## src/rtl/ps2_ace_keyboard.sv

```systemverilog
// PS/2 receiver feeding an 8x5 Jupiter Ace style key matrix scanned by rows.
// Define PS2_PARITY_CHECK_EN to reject frames with bad odd parity.
module ps2_ace_keyboard #(
  parameter int TIMEOUT_CYCLES = 65000
) (
  input  logic       clk,
  input  logic       reset,
  input  logic       ps2_clk,
  input  logic       ps2_data,
  input  logic [7:0] rows,
  output logic [4:0] columns,
  output logic       code_valid,
  output logic [7:0] code
);

  localparam int TW = $clog2(TIMEOUT_CYCLES + 1);

  typedef enum logic [1:0] {
    S_IDLE,
    S_DATA,
    S_PARITY,
    S_STOP
  } state_t;

  state_t         state, state_nx;
  logic [2:0]     clk_sync;
  logic [1:0]     dat_sync;
  logic [2:0]     bit_cnt;
  logic [7:0]     shreg;
  logic           par_bit;
  logic [TW-1:0]  to_cnt;
  logic           fall, bit_in, par_ok, accept, timeout;
  logic           brk_flag, ext_flag;
  logic [7:0][4:0] mat;
  logic           key_hit;
  logic [5:0]     key_pos;
  logic [4:0]     col_nx;

  assign fall   = clk_sync[2] & ~clk_sync[1];
  assign bit_in = dat_sync[1];

`ifdef PS2_PARITY_CHECK_EN
  assign par_ok = ^{shreg, par_bit};
`else
  logic par_unused;
  assign par_unused = par_bit;
  assign par_ok = 1'b1;
`endif

  assign timeout = (state != S_IDLE) && !fall &&
                   (to_cnt == TW'(TIMEOUT_CYCLES - 1));

  always_comb begin
    state_nx = state;
    accept   = 1'b0;
    if (timeout) begin
      state_nx = S_IDLE;
    end else if (fall) begin
      unique case (state)
        S_IDLE:   if (!bit_in) state_nx = S_DATA;
        S_DATA:   if (bit_cnt == 3'd7) state_nx = S_PARITY;
        S_PARITY: state_nx = S_STOP;
        S_STOP: begin
          state_nx = S_IDLE;
          accept   = bit_in & par_ok;
        end
        default:  state_nx = S_IDLE;
      endcase
    end
  end

  always_ff @(posedge clk) begin
    if (reset) begin
      state    <= S_IDLE;
      clk_sync <= '1;
      dat_sync <= '1;
      bit_cnt  <= '0;
      shreg    <= '0;
      par_bit  <= 1'b0;
      to_cnt   <= '0;
    end else begin
      clk_sync <= {clk_sync[1:0], ps2_clk};
      dat_sync <= {dat_sync[0], ps2_data};
      state    <= state_nx;
      to_cnt   <= (state == S_IDLE || fall) ? '0 : to_cnt + 1'b1;
      if (fall) begin
        unique case (state)
          S_IDLE: bit_cnt <= '0;
          S_DATA: begin
            shreg   <= {bit_in, shreg[7:1]};
            bit_cnt <= bit_cnt + 1'b1;
          end
          S_PARITY: par_bit <= bit_in;
          default: ;
        endcase
      end
    end
  end

  // key_pos is {row, column} as two octal digits
  always_comb begin
    key_hit = 1'b1;
    key_pos = 6'o00;
    if (ext_flag) begin
      unique case (shreg)
        8'h14:   key_pos = 6'o01;
        8'h5A:   key_pos = 6'o60;
        default: key_hit = 1'b0;
      endcase
    end else begin
      unique case (shreg)
        8'h12, 8'h59: key_pos = 6'o00;
        8'h14: key_pos = 6'o01;
        8'h1A: key_pos = 6'o02;
        8'h22: key_pos = 6'o03;
        8'h21: key_pos = 6'o04;
        8'h1C: key_pos = 6'o10;
        8'h1B: key_pos = 6'o11;
        8'h23: key_pos = 6'o12;
        8'h2B: key_pos = 6'o13;
        8'h34: key_pos = 6'o14;
        8'h15: key_pos = 6'o20;
        8'h1D: key_pos = 6'o21;
        8'h24: key_pos = 6'o22;
        8'h2D: key_pos = 6'o23;
        8'h2C: key_pos = 6'o24;
        8'h16: key_pos = 6'o30;
        8'h1E: key_pos = 6'o31;
        8'h26: key_pos = 6'o32;
        8'h25: key_pos = 6'o33;
        8'h2E: key_pos = 6'o34;
        8'h45: key_pos = 6'o40;
        8'h46: key_pos = 6'o41;
        8'h3E: key_pos = 6'o42;
        8'h3D: key_pos = 6'o43;
        8'h36: key_pos = 6'o44;
        8'h4D: key_pos = 6'o50;
        8'h44: key_pos = 6'o51;
        8'h43: key_pos = 6'o52;
        8'h3C: key_pos = 6'o53;
        8'h35: key_pos = 6'o54;
        8'h5A: key_pos = 6'o60;
        8'h4B: key_pos = 6'o61;
        8'h42: key_pos = 6'o62;
        8'h3B: key_pos = 6'o63;
        8'h33: key_pos = 6'o64;
        8'h29: key_pos = 6'o70;
        8'h3A: key_pos = 6'o71;
        8'h31: key_pos = 6'o72;
        8'h32: key_pos = 6'o73;
        8'h2A: key_pos = 6'o74;
        default: key_hit = 1'b0;
      endcase
    end
  end

  always_comb begin
    col_nx = '1;
    for (int r = 0; r < 8; r++)
      for (int c = 0; c < 5; c++)
        if (!rows[r] && mat[r][c]) col_nx[c] = 1'b0;
  end

  always_ff @(posedge clk) begin
    if (reset) begin
      code       <= '0;
      code_valid <= 1'b0;
      brk_flag   <= 1'b0;
      ext_flag   <= 1'b0;
      mat        <= '0;
      columns    <= '1;
    end else begin
      columns    <= col_nx;
      code_valid <= accept;
      if (accept) begin
        code <= shreg;
        if (shreg == 8'hF0) begin
          brk_flag <= 1'b1;
        end else if (shreg == 8'hE0) begin
          ext_flag <= 1'b1;
        end else begin
          if (key_hit) mat[key_pos[5:3]][key_pos[2:0]] <= ~brk_flag;
          brk_flag <= 1'b0;
          ext_flag <= 1'b0;
        end
      end
    end
  end

endmodule
```

## config.mk

```make
export PLATFORM = sky130hd
export DESIGN_NAME = ps2_ace_keyboard
export DESIGN_NICKNAME = d
export VERILOG_FILES = /design/src/rtl/ps2_ace_keyboard.sv
export SDC_FILE = /design/constraint.sdc
export NUM_CORES = 1
export LEC_CHECK = 0
export BUFFER_PORTS_ARGS = -buffer_cell sky130_fd_sc_hd__buf_2
export CELL_PAD_IN_SITES_DETAIL_PLACEMENT = 2
export CELL_PAD_IN_SITES_GLOBAL_PLACEMENT = 2
export CORE_ASPECT_RATIO = 1.4
export CORE_MARGIN = 2
export CORE_UTILIZATION = 30
export CTS_CLUSTER_DIAMETER = 200
export DETAILED_ROUTE_END_ITERATION = 7
export PLACE_DENSITY_LB_ADDON = 0.08
export SKIP_CTS_REPAIR_TIMING = 1
export SYNTH_ARGS = -nofsm -noshare
export SYNTH_HDL_FRONTEND = slang
export SYNTH_SLANG_ARGS = --single-unit
```

## constraint.sdc

```tcl
create_clock -name clk -period 3.5 [get_ports clk]
set_input_delay 0.35 -clock clk [delete_from_list [all_inputs] [get_ports clk]]
set_output_delay 0.35 -clock clk [all_outputs]
set_load 0.05 [all_outputs]
```

==> results of run 1 <==
## power by group through the flow
stage                     clock [mW]  combinational, mW  sequential [mW]
final                           1.01             0.0461             1.03
after global routing            1.08             0.0505             1.03
after CTS                       1.04             0.0475             1.03
after detailed placement           0             0.0474             1.05
after global placement             0             0.0468             1.05
after floorplan                    0             0.0231             1.05
## worst max path at each step
stage	to	slack, ns
after CTS	mat[8]	0.27
final	mat[28]	0.29
after detailed placement	mat[3]	0.32
after global routing	mat[4]	0.01
after floorplan	mat[20]	0.97
after global placement	mat[3]	0.31
## Yosys cell counts, types with 3 or more instances
cell       n  area share [%]
dfxtp_1   90              37
nand2_1   81             6.2
inv_1     46             3.5
nor2_1    38             2.9
a21oi_1   33             3.4
nand3_1   33             3.4
mux2i_1   28             5.7
clkbuf_1  24             1.8
o22ai_1   20             2.5
xor2_1    13             2.3
buf_2     12             1.2
o21ai_0   12             1.2
or3_1     11             1.4
nand2b_1  10             1.3
nand4_1   10             1.3
and2_1     8             1.0
and3_1     8             1.0
a311oi_1   7             1.2
ha_1       7             1.8
xnor2_1    7             1.2
a211oi_1   6            0.92
nor3_1     6            0.61
o41ai_1    6             1.1
or2_2      6            0.76
buf_1      4            0.31
nand3b_1   4            0.61
nor2b_1    4            0.51
o31ai_1    4            0.61
a31oi_1    3            0.38
nand4b_1   3            0.53
nor3b_1    3            0.46
nor4b_2    3            0.92
o211ai_1   3            0.46
or4b_1     3            0.61
## state kept, by name, indices dropped and copies added, names as in the netlist
signal      cells
to_cnt         16
clk_sync        3
ext_flag        1
shreg           8
dat_sync        2
bit_cnt         3
mat            40
state           2
code_valid      1
code            8
brk_flag        1
columns         5
## per-stage QoR
step | hold WS [ns] | util [%]
3_5_place_dp | 0.423 | 32.7
6_report | 0.175 | 34.5
3_3_place_gp | 0.416 | 32.7
2_1_floorplan | 0.389 | -
4_1_cts | 0.167 | 34.5
5_1_grt | 0.175 | 34.5
## cell families (layout without fill, tap and decap cells)
logic type               count (synthesis)  in the layout  share of synthesized area, %
AND/OR/NAND/NOR                        246            246                          26.4
adder cells (fa/ha/maj)                  7              7                          1.78
multiplexers                            29             29                          5.93
XOR/XNOR                                20             20                          3.56
AO/OA/AOI/OAI                          124            124                          18.1
flip-flops                              90             90                          36.6
buffers and inverters                   90            108                          7.63
## cell usage in the layout, fill, tap and decap left out, types with 7 or more instances in the layout
cell type | synthesis | routed
dfxtp_1 | 90 | 90
nand2_1 | 81 | 81
inv_1 | 46 | 46
nor2_1 | 38 | 38
nand3_1 | 33 | 33
a21oi_1 | 33 | 33
mux2i_1 | 28 | 28
buf_2 | 12 | 25
o22ai_1 | 20 | 20
buf_4 | 2 | 20
xor2_1 | 13 | 13
o21ai_0 | 12 | 12
or3_1 | 11 | 11
nand2b_1 | 10 | 10
nand4_1 | 10 | 10
clkbuf_16 | 0 | 9
and3_1 | 8 | 8
and2_1 | 8 | 8
xnor2_1 | 7 | 7
a311oi_1 | 7 | 7
ha_1 | 7 | 7
## cell type report
cell class / instances / area share (%)
Multi-Input combinational cell: 426 / 49.3
Sequential cell: 90 / 32.4
Timing Repair Buffer: 46 / 5.31
Tap cell: 199 / 4.48
Clock buffer: 10 / 4.30
Inverter: 46 / 3.10
Clock inverter: 6 / 1.17
## routing by layer
metal  vias to the layer above  GRT usage [%]  routed length, um
li1                       2154              -                  -
met1                      2249           21.0               6530
met3                        17           3.39                310
met4                         0           5.92                307
met5                         -              0                  0
met2                        41           38.3               9210
## worst register-to-register path: stages (launching register included)
cell	delay, ns
dfxtp_1	0.70
buf_4	0.30
or3b_2	0.47
a21oi_1	0.17
o21bai_1	0.16
a31oi_1	0.45
nand3_1	0.31
or3_1	0.43
a21oi_1	0.16
==> flow_summary.yaml, run 1 <==
run_status:
  status: "completed"
placed_design:
  place_congestion: 0.855
  dpl_cell_area_sq_um: 5260
  port_buffers: 25
  place_ws_ns: 0.318
  hpwl_um: 12500
  dpl.cell_count: 807
detailed_routing:
  first_pass_iters: 4
  via_per_inst: 5.42
  dr.first_iter.drc_count: 123
  ant_nets: 0
  wl_per_cell_um: 19.9
  wirelength_um: 16400
  drc: 0
  vias: 4461
cells_and_area:
  drive_gt1_share_pct: 13.5
  multi_input_area_sq_um: 2740
  seqCellArea_sq_um: 1800
  final_area_sq_um: 5560
  num_antenna_cells: 0
  layout.nets: 638
  fin_cells: 823
  syn2layout_area_growth_pct: 13.1
  nFillCells: 1869
synth:
  synth.distinct_cells: 71
  synthFlopType: "dfxtp_1"
  synth_seq_cells: 90
  yosys_warnings: 0
  synth_edf_count: 0
  synth_nets: 625
  syn-instance-count: 606
  async_flop_share_pct: 0
  syn_area_per_cell_sq_um: 8.11
  syn_area_sq_um: 4920
  synth_seq_area_share_pct: 36.6
cts:
  cts.clk_slew.worst_paths_ns: 0.07
  clockRootBuffer: "clkbuf_16"
  clk_path_buf_depth: 2
  clk-insertion-delay-late_ns: 0.35
  htreeDepth: 3
  numClockSinks: 90
  numCtsBuffers: 9
  cts_tree: "built"
timing:
  tns_ns: 0
  worst_pin_slew_ns: 1.03
  finalSetupViolations: 0
  hold_viol: 0
  slew_headroom_pct: 31.4
  slew_viol_final: 0
  finalCritPeriodShare_pct: 91.7
  fmax_mhz: 312
  final.setup_skew_ns: 0.00847
  rsz0062_at_grt: "no"
  min_period_ns: 3.21
  worst_slack_ns: 0.292
worst_setup_path:
  r2r_end: "mat[28]"
  crit_fanout: 15
  reg2reg_from: "shreg[0]"
  crit_buf_inv: 1
  cp.depth: 8
  endpoint_kind: "flop"
  cpMostUsedCell: "a21oi_1"
  critPathMaxStageDelay_ns: 0.70
  reg2regPathDepth: 8
  criticalPathCategory: "reg -> reg"
  critical_path_required_ns: 3.78
  slowest_stage: "dfxtp_1"
  crit_family: "simple AND/OR/NAND/NOR gates"
  worst_ep_arrival_time_ns: 3.49
  crit_start: "shreg[0]"
  rrSetupSlack_ns: 0.29
  path_cells: "buf_4 -> or3b_2 -> a21oi_1 -> o21bai_1 -> a31oi_1 -> nand3_1 -> or3_1 -> a21oi_1"
  start_kind: "flop"
floorplan:
  die_area_sq_um: 17400
  die_h_um: 155
  io-pin-count: 26
  die_w_um: 112
  num_rows: 55
  start_util_pct: 30.5
  core-area_sq_um: 16100
pwr:
  power.switching_mw: 0.468
  pwr-share-clk_pct: 48.3
  sw_frac_of_total_pct: 22.5
  irDropWorstVdd_mv: 0.174
  comb_power_share_pct: 2.2
  power_density_nw_per_um2: 374
  power.leakage_nw: 2.03
  p_seq_share_pct: 49.4
  internal-power_mw: 1.61
  power_mw: 2.08
run:
  maxCapViolCount: 0
global_route:
  track_usage_pct: 19.5
  grt_pass1_vias: 4800
  grt_overflow_total: 0
  grt_max_degree: 33
  grt_first_pass_wirelength_um: 26800
  antenna_found_initial: 0
hold_path:
  hp-class: "in -> reg"
  hold_depth: 2
  hp-start: "ps2_clk"
  worst_hold_path.endpoint: "clk_sync[0]"
No activity file was read; power rests on OpenSTA's default activity.
==> run 2, diff against run 1 <==
==> constraint.sdc (replaced) <==
create_clock -name clk -period 2.7 [get_ports clk]
set_input_delay 0.27 -clock clk [delete_from_list [all_inputs] [get_ports clk]]
set_output_delay 0.27 -clock clk [all_outputs]
set_load 0.05 [all_outputs]
==> flow_summary.yaml, run 2 (synthesis results as in run 1) <==
run_status:
  status: "completed"
cells_and_area:
  regMostFlops: "mat"
  nFillCells: 1853
  final_cell_mix: "dfxtp_1 (84), nand2_1 (80), buf_4 (57), inv_1 (46), nor2_1 (37)"
  syn2layout_area_growth_pct: 25.1
  multi_input_area_sq_um: 2860
  largest_registers: "mat x40, to_cnt x16"
  layout.nets: 682
  largest_register_ffs: 40
  num_antenna_cells: 0
  final_common_cell: "dfxtp_1"
  seqCellArea_sq_um: 1810
  final_area_sq_um: 6150
  drive_gt1_share_pct: 22.5
detailed_routing:
  first_pass_iters: 5
  wirelength_um: 17600
  vias: 4646
  via_per_inst: 5.36
  dr.first_iter.drc_count: 103
  wl_per_cell_um: 20.3
  ant_nets: 0
  drc: 0
cts:
  cts_tree: "built"
  cts.clk_slew.worst_paths_ns: 0.07
  clk_path_buf_depth: 2
  numCtsBuffers: 9
  clockRootBuffer: "clkbuf_16"
  clk-insertion-delay-late_ns: 0.35
  htreeDepth: 3
  numClockSinks: 90
timing:
  holdWs_ns: 0.0983
  min_period_ns: 2.63
  finalCritPeriodShare_pct: 97.3
  fmax_mhz: 381
  worst_pin_slew_ns: 0.587
  final.setup_skew_ns: 0.0102
  slew_headroom_pct: 60.8
  slew_viol_final: 0
  hold_viol: 0
  tns_ns: 0
  finalSetupViolations: 0
  rsz0062_at_grt: "yes"
floorplan:
  die_w_um: 112
  die_area_sq_um: 17400
  die_h_um: 155
  io-pin-count: 26
  start_util_pct: 30.5
  num_rows: 55
  core-area_sq_um: 16100
global_route:
  antenna_found_initial: 0
  grt_first_pass_wirelength_um: 28200
  track_usage_pct: 20.7
  grt_pass1_vias: 5129
  grt_overflow_total: 0
  grt_max_degree: 33
placed_design:
  hpwl_um: 13400
  place_congestion: 0.870
  dpl_cell_area_sq_um: 5620
  port_buffers: 25
worst_setup_path:
  start_kind: "flop"
  criticalPathCategory: "reg -> reg"
  endpoint_kind: "flop"
  critical_path_required_ns: 2.91
  worst_ep_arrival_time_ns: 2.83
  crit_fanout: 8
run:
  maxCapViolCount: 0
pwr:
  power_density_nw_per_um2: 467
  irDropWorstVdd_mv: 0.300
  power.leakage_nw: 2.31
hold_path:
  hp-class: "in -> reg"
-- run 2: final cells by class --
type                    instances  area share, %
clock buffers                  12           4.01
repair buffers                 90           11.5
multi-input cells             426           46.5
well taps                     199           4.05
clock inverters                 4           1.61
flip-flops and latches         90           29.5
inverters                      46           2.81
-- run 2: final timing paths --
| path | startpoint | slack [ns] | cells past startpoint | to |
|---|---|---|---|---|
| worst max-delay path | shreg[5] | 0.07 | 9 | mat[31] |
| worst min-delay path | ps2_clk | 0.1 | 2 | clk_sync[0] |
| worst max register to register | shreg[5] | 0.07 | 9 | mat[31] |
| worst min register to register | dat_sync[0] | 0.41 | 1 | dat_sync[1] |
-- run 2: through the flow --
step,setup slack [ns],std cells,util (%),power (mW)
CTS,-0.148,864,37.0,2.93
floorplan,0.167,606,-,1.39
global placement,-0.0886,848,34.9,1.43
global route,-0.0224,867,38.2,2.96
detailed placement,-0.112,848,34.9,1.43
finish,0.0732,867,38.2,2.87
-- run 2: power breakdown --
group	leakage, nW	internal (mW)	switching, mW	total [mW]
Clock	0.167	0.933	0.543	1.48
Sequential	0.730	1.33	0.00197	1.33
Combinational	1.41	0.0158	0.0489	0.0647
Total	2.31	2.28	0.594	2.87
-- run 2: worst max-delay path: stages (launching register included) --
cell and delay (ns):
dfxtp_2 0.40, or3b_4 0.47, a2111o_1 0.46, o2111ai_2 0.13, nor4_4 0.11, a2111oi_4 0.34, buf_4 0.19, clkbuf_16 0.15
nand3_1 0.09, mux2i_1 0.13
-- run 2: per-layer routing --
layer	wire, um	track usage (%)	up-vias	share of wire (%)
met3	200	2.14	32	1.1
met2	9790	40.6	51	56
met4	765	9.41	0	4.3
met1	6860	21.8	2319	39
li1	-	-	2244	-
met5	0	0	-	0
